<file path="src/rtl/asyn_fifo_pkg.sv">
// Shared definitions for the asynchronous FIFO pointer logic.
// Provides the binary/Gray conversion helpers used by both clock domains,
// plus the default geometry constants (depth and pointer width).
package asyn_fifo_pkg;

  localparam int ADDR_SIZE_DEF = 4;
  localparam int DEPTH         = 1 << ADDR_SIZE_DEF;
  localparam int PTR_W         = ADDR_SIZE_DEF + 1;

  // Pointer width for an arbitrary address size: one extra MSB separates
  // the full and empty cases when the low bits match.
  function automatic int ptr_width(input int addr_size);
    return addr_size + 1;
  endfunction

  // Binary to Gray. Bits at or above w are masked to zero.
  function automatic logic [31:0] bin2gray(input logic [31:0] b, input int w);
    logic [31:0] mask;
    mask = (w >= 32) ? '1 : ((32'd1 << w) - 32'd1);
    return (b ^ (b >> 1)) & mask;
  endfunction

  // Gray to binary. Each binary bit is the XOR of all Gray bits at or
  // above it; bits at or above w are masked to zero first.
  function automatic logic [31:0] gray2bin(input logic [31:0] g, input int w);
    logic [31:0] mask;
    logic [31:0] gm;
    logic [31:0] b;
    mask = (w >= 32) ? '1 : ((32'd1 << w) - 32'd1);
    gm   = g & mask;
    b    = gm;
    for (int i = 30; i >= 0; i--) begin
      b[i] = b[i+1] ^ gm[i];
    end
    return b;
  endfunction

endpackage

</file>
<file path="src/rtl/ptr_sync.sv">
// Multi-flop synchroniser for a Gray-coded pointer crossing clock domains.
// Ports:
//   clk  - destination-domain clock, rising edge
//   rst  - synchronous, active-low reset; clears every stage
//   d    - Gray pointer from the other domain (asynchronous)
//   q    - synchronised pointer (last stage)
module ptr_sync #(
  parameter int WIDTH       = 5,
  parameter int SYNC_STAGES = 2
) (
  input  logic             clk,
  input  logic             rst,
  input  logic [WIDTH-1:0] d,
  output logic [WIDTH-1:0] q
);

  logic [WIDTH-1:0] stage [SYNC_STAGES];

  always_ff @(posedge clk) begin
    if (!rst) begin
      for (int i = 0; i < SYNC_STAGES; i++) stage[i] <= '0;
    end else begin
      stage[0] <= d;
      for (int i = 1; i < SYNC_STAGES; i++) stage[i] <= stage[i-1];
    end
  end

  assign q = stage[SYNC_STAGES-1];

endmodule

</file>
<file path="src/rtl/w_full_ctrl.sv">
// Write-side pointer and full-flag controller of the asynchronous FIFO.
// Runs entirely in the write clock domain: synchronises the read Gray
// pointer, advances the write pointer on accepted writes and produces
// registered full / almost-full / level flags plus the RAM write port.
// Ports:
//   w_clk, w_rst   - write clock, synchronous active-low reset
//   w_en           - write request
//   r_ptr_gray     - read pointer (Gray) from the read domain
//   w_ovf_clr      - clears the sticky overflow flag
//   w_full         - registered full flag
//   w_almost_full  - registered level >= AFULL_THRESH
//   w_level        - registered, pessimistic fill level (0..DEPTH)
//   w_addr         - RAM write address
//   w_mem_en       - RAM write strobe (combinational)
//   w_ptr_gray     - registered write pointer (Gray) for the read domain
//   w_overflow     - sticky: write attempted while full
module w_full_ctrl
  import asyn_fifo_pkg::*;
#(
  parameter int ADDR_SIZE    = 4,
  parameter int AFULL_THRESH = 12,
  parameter int SYNC_STAGES  = 2
) (
  input  logic                 w_clk,
  input  logic                 w_rst,
  input  logic                 w_en,
  input  logic [ADDR_SIZE:0]   r_ptr_gray,
  input  logic                 w_ovf_clr,
  output logic                 w_full,
  output logic                 w_almost_full,
  output logic [ADDR_SIZE:0]   w_level,
  output logic [ADDR_SIZE-1:0] w_addr,
  output logic                 w_mem_en,
  output logic [ADDR_SIZE:0]   w_ptr_gray,
  output logic                 w_overflow
);

  localparam int PW = ADDR_SIZE + 1;

  logic [PW-1:0] rq;
  logic [PW-1:0] r_bin;
  logic [PW-1:0] w_ptr_bin;
  logic [PW-1:0] w_ptr_bin_next;
  logic [PW-1:0] w_ptr_gray_next;
  logic [PW-1:0] level_next;
  logic [PW-1:0] full_target;
  logic          w_inc;

  ptr_sync #(
    .WIDTH       (PW),
    .SYNC_STAGES (SYNC_STAGES)
  ) u_rptr_sync (
    .clk (w_clk),
    .rst (w_rst),
    .d   (r_ptr_gray),
    .q   (rq)
  );

  assign w_inc           = w_en & ~w_full;
  assign w_mem_en        = w_inc & w_rst;
  assign w_addr          = w_ptr_bin[ADDR_SIZE-1:0];
  assign w_ptr_bin_next  = w_ptr_bin + {{(PW-1){1'b0}}, w_inc};
  assign w_ptr_gray_next = PW'(bin2gray(32'(w_ptr_bin_next), PW));
  assign r_bin           = PW'(gray2bin(32'(rq), PW));
  assign level_next      = w_ptr_bin_next - r_bin;

  // Full when the write pointer is exactly one lap ahead of the
  // synchronised read pointer: in Gray code that is the top two bits
  // inverted and the rest equal.
  assign full_target = {~rq[ADDR_SIZE:ADDR_SIZE-1], rq[ADDR_SIZE-2:0]};

  // Pointer, flag and level registers all update on the accepting edge
  always_ff @(posedge w_clk) begin
    if (!w_rst) begin
      w_ptr_bin     <= '0;
      w_ptr_gray    <= '0;
      w_full        <= 1'b0;
      w_almost_full <= 1'b0;
      w_level       <= '0;
      w_overflow    <= 1'b0;
    end else begin
      w_ptr_bin     <= w_ptr_bin_next;
      w_ptr_gray    <= w_ptr_gray_next;
      w_full        <= (w_ptr_gray_next == full_target);
      w_almost_full <= (level_next >= PW'(AFULL_THRESH));
      w_level       <= level_next;
      // A blocked write in the same cycle as a clear keeps the flag set.
      if (w_en && w_full) w_overflow <= 1'b1;
      else if (w_ovf_clr) w_overflow <= 1'b0;
    end
  end

endmodule
</file>
<file path="config.mk">
export PLATFORM = sky130hd
export DESIGN_NAME = w_full_ctrl
export DESIGN_NICKNAME = d
export VERILOG_FILES = /design/src/rtl/asyn_fifo_pkg.sv /design/src/rtl/ptr_sync.sv /design/src/rtl/w_full_ctrl.sv
export SDC_FILE = /design/constraint.sdc
export NUM_CORES = 1
export LEC_CHECK = 0
export BUFFER_PORTS_ARGS = -buffer_cell sky130_fd_sc_hd__buf_2
export CELL_PAD_IN_SITES_DETAIL_PLACEMENT = 1
export CELL_PAD_IN_SITES_GLOBAL_PLACEMENT = 1
export CORE_MARGIN = 2
export CORE_UTILIZATION = 31
export CTS_BUF_LIST = sky130_fd_sc_hd__clkbuf_4 sky130_fd_sc_hd__clkbuf_8
export DETAILED_ROUTE_END_ITERATION = 10
export PLACE_DENSITY = 0.75
export SYNTH_ARGS = -nofsm -noshare
export SYNTH_HDL_FRONTEND = slang
export SYNTH_SLANG_ARGS = --single-unit
export TNS_END_PERCENT = 1
</file>
<file path="constraint.sdc">
create_clock -name w_clk -period 6.9 [get_ports w_clk]
set_input_delay 1.725 -clock w_clk [delete_from_list [all_inputs] [get_ports w_clk]]
set_output_delay 1.725 -clock w_clk [all_outputs]
set_load 0.02 [all_outputs]
</file>
==> results of run 1 <==
[metal layers]
| layer | global-route usage, % | vias up | share of wire [%] | routed length (µm) |
|---|---|---|---|---|
| li1 | - | 400 | - | - |
| met1 | 10.8 | 373 | 42 | 825 |
| met2 | 19.3 | 22 | 50 | 992 |
| met3 | 1.04 | 5 | 3.8 | 75 |
| met4 | 9.57 | 0 | 4.0 | 78 |
| met5 | 0 | - | 0 | 0 |
[cell type report]
type                    count  area (µm²)  share of cell area, %
multi-input cells          75         582                   42.3
flip-flops and latches     27         541                   39.3
repair buffers             26         130                   9.45
well taps                  48        60.1                   4.36
clock buffers               3        41.3                   3.00
inverters                   4        15.0                   1.09
clock inverters             1        7.51                  0.545
[sequential cells by signal (all words and copies together), names as in the netlist]
| register | cells |
|---|---|
| u_rptr_sync.stage | 10 |
| w_almost_full | 1 |
| w_full | 1 |
| w_level | 5 |
| w_overflow | 1 |
| w_ptr_bin | 5 |
| w_ptr_gray | 4 |
[power by group through the flow]
stage          combinational, mW  clock, mW  sequential [mW]
2_1_floorplan             0.0424          0            0.192
3_3_place_gp              0.0767          0            0.177
3_5_place_dp              0.0789          0            0.178
4_1_cts                   0.0793     0.0958            0.174
5_1_grt                   0.0886      0.101            0.176
6_report                  0.0779     0.0921            0.174
[per-stage QoR]
stage / cell area [µm²] / cells / setup WS (ns)
5_1_grt: 1380 / 184 / 2.73
3_3_place_gp: 1330 / 180 / 2.81
4_1_cts: 1380 / 184 / 2.80
3_5_place_dp: 1330 / 180 / 2.75
6_report: 1380 / 184 / 2.82
2_1_floorplan: 1140 / 108 / 3.02
[synthesized netlist by cell type (2+ instances only)]
master / n
dfxtp_1: 27
nor2b_1: 6
nand3_1: 3
and2_1: 20
inv_1: 4
xor2_1: 6
xnor2_1: 14
clkbuf_1: 2
nand2_1: 3
ha_1: 6
[how the worst min path moves through the flow]
stage / endpoint / cells after the start
final: u_rptr_sync.stage[0][9] / 1
after global routing: u_rptr_sync.stage[0][6] / 1
after CTS: u_rptr_sync.stage[0][9] / 1
after detailed placement: u_rptr_sync.stage[0][9] / 1
after global placement: u_rptr_sync.stage[0][5] / 1
after floorplan: u_rptr_sync.stage[0][5] / 1
[cell families after synthesis]
kind of cell | share of synthesized area, %
flops | 47.2
simple gates | 20.3
fa+ha+maj | 8.31
xor+xnor | 16.7
compound gates | 5.47
buf+inv | 1.97
==> impl_metrics.csv, run 1 <==
group,metric,value,unit
layout,antenna_cells,0,
grt,grt_pass1_vias,831,
layout,mostFrequentLayoutCells,"dfxtp_1 (27), buf_2 (26), and2_1 (20)",
clock_network,cts_root_buffer,"clkbuf_8",
layout,mostFrequentLayoutCell,"dfxtp_1",
clock_network,post-cts-setup-buffer-count,0,
setup_path,crit_cells,3,
setup_path,cp.arrival,2.36,ns
pwr,pwr_density_cell,250,nW/µm²
synthesis,synth-seq-cells,27,
layout,nFillCells,432,
sta,fmax,245,MHz
synthesis,ys_warn_count,0,
die,core_area,3610,µm²
layout,drive_gt1_share,24.3,%
pwr,pwr-share-clk,26.8,%
die,ioPinCount,27,
clock_network,cts-resized-gates,0,
detailed_routing,avgViaCountPerCell,4.35,
synthesis,synth_edf_count,0,
pwr,power_switching,99.0,µW
detailed_routing,drt-initial-drc-count,16,
setup_path,cpMaxStageDelayCell,"buf_2",
setup_path,cp-end-kind,"output port",
clock_network,insertion_delay,0.28,ns
grt,grt_pass1_wl,3380,µm
clock_network,postCtsHoldBufs,0,
worst_hold_path,holdCritStartpoint,"u_rptr_sync.stage[0][4]",
synthesis,yosys.area.top_type,"dfxtp_1",
outcome,status,"completed",
clock_network,clk_pin_slew,0.09,ns
pwr,p_leak,0.632,nW
placement,dpl.hpwl,1560,µm
placement,io_buffer_count,26,
clock_network,cts_buffer_depth,2,
synthesis,synth_nets,124,
clock_network,cts_sinks,27,
setup_path,path_class,"primary input to output port",
setup_path,crit_required,5.18,ns
clock_network,cts-htree-levels,1,
synthesis,ys_types,27,
layout,final_util,38.2,%
setup_path,crit_start,"w_rst",
sta,slew_viol_final,0,
sta,hold_slack,0.439,ns
detailed_routing,routed_wl,1970,µm
grt,antenna_found_initial,0,
detailed_routing,ant_nets,0,
sta,tns,0,ns
sta,hold_violations,0,
detailed_routing,routed-via-count,800,
setup_path,crit_family,"buffers and inverters",
die,die_h,64.8,µm
detailed_routing,drt_first_pass_iters,4,
pwr,totalPowerFinal,344,µW
setup_path,reg2reg_from,"u_rptr_sync.stage[0][9]",
setup_path,start_kind,"primary input",
synthesis,syn_area,1140,µm²
layout,area_growth,20.2,%
grt,track_usage,10.7,%
placement,gp_congestion,0.740,
synthesis,netlist.area_leader.share,47.2,%
setup_path,path_common_cell,"buf_2",
synthesis,syn_inst,108,
setup_path,critPathMaxStageDelay,0.29,ns
synthesis,synthArstFlopShare,0,%
setup_path,reg2reg_slack,4.25,ns
worst_hold_path,hp-class,"flop to flop",
die,rows,22,
synthesis,synth_area_per_cell,10.6,µm²
sta,min_period,4.08,ns
setup_path,endpoint,"w_mem_en",
pwr,netSwitchingFraction,28.8,%
synthesis,synth_ff_type,"dfxtp_1",
synthesis,synthTopCellsByArea,"dfxtp_1 (47%), and2_1 (11%), xnor2_1 (11%)",
layout,layout.nets,153,
setup_path,path_buf_inv,2,
grt,grt_max_degree,29,
detailed_routing,drc,0,
sta,slew_headroom,76.0,%
sta,rsz0062_at_grt,"false",
die,start_util,31.7,%
setup_path,reg2reg_to,"w_almost_full",
pwr,pwr-share-comb,22.7,%
sta,setup_viol,0,
grt,overflow,0,
die,die_w,64.8,µm
clock_network,cts_tree,"built",
pwr,vdd.ir_drop.worst,0.0819,mV
pwr,p_int,245,µW
clock_network,cts_buffers,3,
synthesis,seq_area_frac_synth,47.2,%
detailed_routing,routedWlPerCell,10.7,µm
setup_path,reg2reg_depth,11,
sta,period_share,59.2,%
setup_path,path_cells,"buf_2, and2_1, buf_2",
sta,fin_skew,0.0106,ns
sta,tightest_slew,0.359,ns
setup_path,path_max_fanout,28,
flow_run,cap_violations,0,
die,dieArea,4200,µm²
pwr,pwr-share-seq,50.6,%
Power figures use the tool's default switching activity.
==> run 2, diff against run 1 <==
--- a/config.mk
+++ b/config.mk
@@ -5,6 +5,7 @@
 export SDC_FILE = /design/constraint.sdc
 export NUM_CORES = 1
 export LEC_CHECK = 0
+export ABC_AREA = 1
 export BUFFER_PORTS_ARGS = -buffer_cell sky130_fd_sc_hd__buf_2
 export CELL_PAD_IN_SITES_DETAIL_PLACEMENT = 1
 export CELL_PAD_IN_SITES_GLOBAL_PLACEMENT = 1
@@ -12,7 +13,7 @@
 export CORE_UTILIZATION = 31
 export CTS_BUF_LIST = sky130_fd_sc_hd__clkbuf_4 sky130_fd_sc_hd__clkbuf_8
 export DETAILED_ROUTE_END_ITERATION = 10
-export PLACE_DENSITY = 0.75
+export PLACE_DENSITY = 0.77
 export SYNTH_ARGS = -nofsm -noshare
 export SYNTH_HDL_FRONTEND = slang
 export SYNTH_SLANG_ARGS = --single-unit
==> constraint.sdc (replaced) <==
create_clock -name w_clk -period 3.99 [get_ports w_clk]
set_input_delay 0.9975 -clock w_clk [delete_from_list [all_inputs] [get_ports w_clk]]
set_output_delay 0.9975 -clock w_clk [all_outputs]
set_load 0.02 [all_outputs]
==> run 2 against run 1 <==
  * Via count up 37%
  * Non-clock buffer count up 1
  * Sequential power increased by 72%
  * Die area up 9.3%
  * Sequential share of layout area shrank 2.9 points
  * Sequential cell count unchanged
  * Clock-buffer cell count up 1
  * Worst setup slack worse by 1.6 ns
  * Core utilization shrank 0.43 points
  * Clock power is 79% higher
  * Hold slack lost 0.021 ns
  * Critical path type is now primary input to flop
==> impl_metrics.csv, run 2 <==
group,metric,value,unit
setup_path,path_class,"primary input to flop",
detailed_routing,drt-initial-drc-count,31,
grt,grt_pass1_vias,1037,
clock_network,cts_sinks,27,
setup_path,path_cells,"buf_2, inv_1, nor2_1, ha_1, ha_1, inv_2, fa_1, o21bai_1, a21oi_1, inv_1, nand3_1, nand3_1, nand2_1",
clock_network,insertion_delay,0.27,ns
die,core_area,3940,µm²
clock_network,cts_buffers,3,
clock_network,cts-htree-levels,1,
synthesis,syn_area,1260,µm²
die,die_w,67.7,µm
pwr,pwr_density_cell,399,nW/µm²
clock_network,cts_buffer_depth,2,
clock_network,cts_tree,"built",
grt,track_usage,13.5,%
detailed_routing,drt_first_pass_iters,4,
placement,gp_congestion,0.808,
setup_path,cp.arrival,2.97,ns
worst_hold_path,hp-class,"flop to flop",
setup_path,crit_required,4.17,ns
sta,tns,0,ns
synthesis,synth_most_common_cell,"nand2_1",
layout,layout.nets,213,
die,rows,23,
pwr,totalPowerFinal,594,µW
die,dieArea,4590,µm²
synthesis,synth_nets,184,
setup_path,start_kind,"primary input",
clock_network,cts-resized-gates,0,
die,start_util,31.9,%
setup_path,crit_family,"adder cells",
synthesis,synth-seq-cells,27,
synthesis,synthTopCellsByCount,"nand2_1 (46), inv_1 (28), dfxtp_1 (27)",
sta,period_share,70.0,%
grt,antenna_found_initial,0,
placement,io_buffer_count,26,
synthesis,synthSimpleGateAreaFrac,32.4,%
sta,fin_skew,0.00184,ns
detailed_routing,routedWlPerCell,11.0,µm
synthesis,ys_warn_count,0,
layout,antenna_cells,0,
setup_path,reg2reg_slack,1.62,ns
layout,mostFrequentLayoutCell,"nand2_1",
synthesis,synthTopCellsByArea,"dfxtp_1 (43%), nand2_1 (14%), inv_1 (8.3%)",
pwr,vdd.ir_drop.worst,0.134,mV
outcome,status,"completed",
synthesis,synthAdderAreaFrac,7.55,%
synthesis,synth_ff_type,"dfxtp_1",
synthesis,syn_inst,168,
layout,area_growth,18.2,%
die,die_h,67.7,µm
clock_network,cts_root_buffer,"clkbuf_8",
synthesis,synth_compound_area_share,4.57,%
layout,drive_gt1_share,24.0,%
synthesis,synth_xor_area_share,1.39,%
die,ioPinCount,27,
setup_path,path_buf_inv,4,
layout,seq_area,541,µm²
sta,hold_violations,0,
flow_run,cap_violations,0,
sta,slew_viol_final,0,
placement,dpl.hpwl,2180,µm
detailed_routing,drc,0,
synthesis,synth_top_family_by_area,"simple AND/OR/NAND/NOR gates",
clock_network,postCtsHoldBufs,0,
synthesis,synth_area_per_cell,7.49,µm²
layout,mostFrequentLayoutCells,"nand2_1 (46), inv_1 (28), dfxtp_1 (27)",
sta,fmax,358,MHz
sta,min_period,2.79,ns
sta,tightest_slew,0.328,ns
synthesis,netlist.area_leader.share,42.9,%
synthesis,muxShareOfSynthArea,0,%
setup_path,path_max_fanout,6,
detailed_routing,routed-via-count,1097,
grt,overflow,0,
layout,nFillCells,513,
setup_path,cpMaxStageDelayCell,"fa_1",
sta,rsz0062_at_grt,"false",
synthesis,synth_edf_count,0,
synthesis,yosys.area.top_type,"dfxtp_1",
setup_path,cp-end-kind,"flop",
synthesis,ys_types,24,
clock_network,post-cts-setup-buffer-count,0,
sta,setup_viol,0,
synthesis,seq_area_frac_synth,42.9,%
grt,grt_max_degree,19,
grt,grt_pass1_wl,4540,µm
pwr,p_leak,0.825,nW
detailed_routing,ant_nets,0,
layout,top_register,"u_rptr_sync.stage",
sta,slew_headroom,78.1,%
layout,multi_input_area,578,µm²
clock_network,clk_pin_slew,0.09,ns
synthesis,synthArstFlopShare,0,%
layout,top_regs,"u_rptr_sync.stage: 10 flops, w_level: 5 flops, w_ptr_bin: 5 flops",
detailed_routing,routed_wl,2710,µm
detailed_routing,avgViaCountPerCell,4.46,
layout,largest_reg_flops,10,
setup_path,critPathMaxStageDelay,0.47,ns
run 2: routing by layer:
layer	routed length (µm)	vias up	track usage, %
li1	-	569	-
met2	1300	22	23.3
met4	47	0	6.12
met5	0	-	0
met3	128	5	3.00
met1	1230	501	15.8
run 2: area by class of cell:
class	instances	share of cell area (%)
Sequential cell	27	36.3
Timing Repair Buffer	27	9.25
Multi-Input combinational cell	106	38.9
Inverter	32	8.07
Tap cell	50	4.21
Clock buffer	4	3.28
run 2: cell families (layout without fill, tap and decap cells):
logic type      count (synthesis)  after routing
fa+ha+maj                       7              7
flops                          27             27
simple gates                   86             86
xor+xnor                        2              2
compound gates                 11             11
buf+inv                        35             63
run 2: power breakdown:
part           internal, mW  switching (mW)
clock                0.0785          0.0860
sequential            0.292         0.00806
combinational        0.0469          0.0826
run 2: worst paths after layout:
| check | from | to | cells after the start |
|---|---|---|---|
| min | u_rptr_sync.stage[0][0] | u_rptr_sync.stage[0][5] | 2 |
| max reg2reg | u_rptr_sync.stage[0][9] | w_almost_full | 16 |
| min reg2reg | u_rptr_sync.stage[0][0] | u_rptr_sync.stage[0][5] | 2 |
| max | w_en | w_almost_full | 13 |
run 2: worst register-to-register path: stages (launching register included):
cell,delay (ns)
dfxtp_1,0.40
nand2_1,0.09
nand2_1,0.10
nand2_1,0.07
nand2_1,0.09
nand2_1,0.07
nand2_2,0.09
xor2_1,0.16
inv_1,0.05
ha_1,0.21
fa_1,0.44
o21bai_1,0.16
a21oi_1,0.09
inv_1,0.06
nand3_1,0.05
nand3_1,0.09
nand2_1,0.05
run 2: per-stage QoR:
stage	area, µm²	setup WS, ns	util [%]	cells	hold WS (ns)
2_1_floorplan	1260	1.16	-	168	0.390
3_3_place_gp	1440	0.892	36.5	242	0.393
3_5_place_dp	1440	0.882	36.5	242	0.401
4_1_cts	1490	1.18	37.7	246	0.424
5_1_grt	1490	0.921	37.7	246	0.446
6_report	1490	1.20	37.7	246	0.419
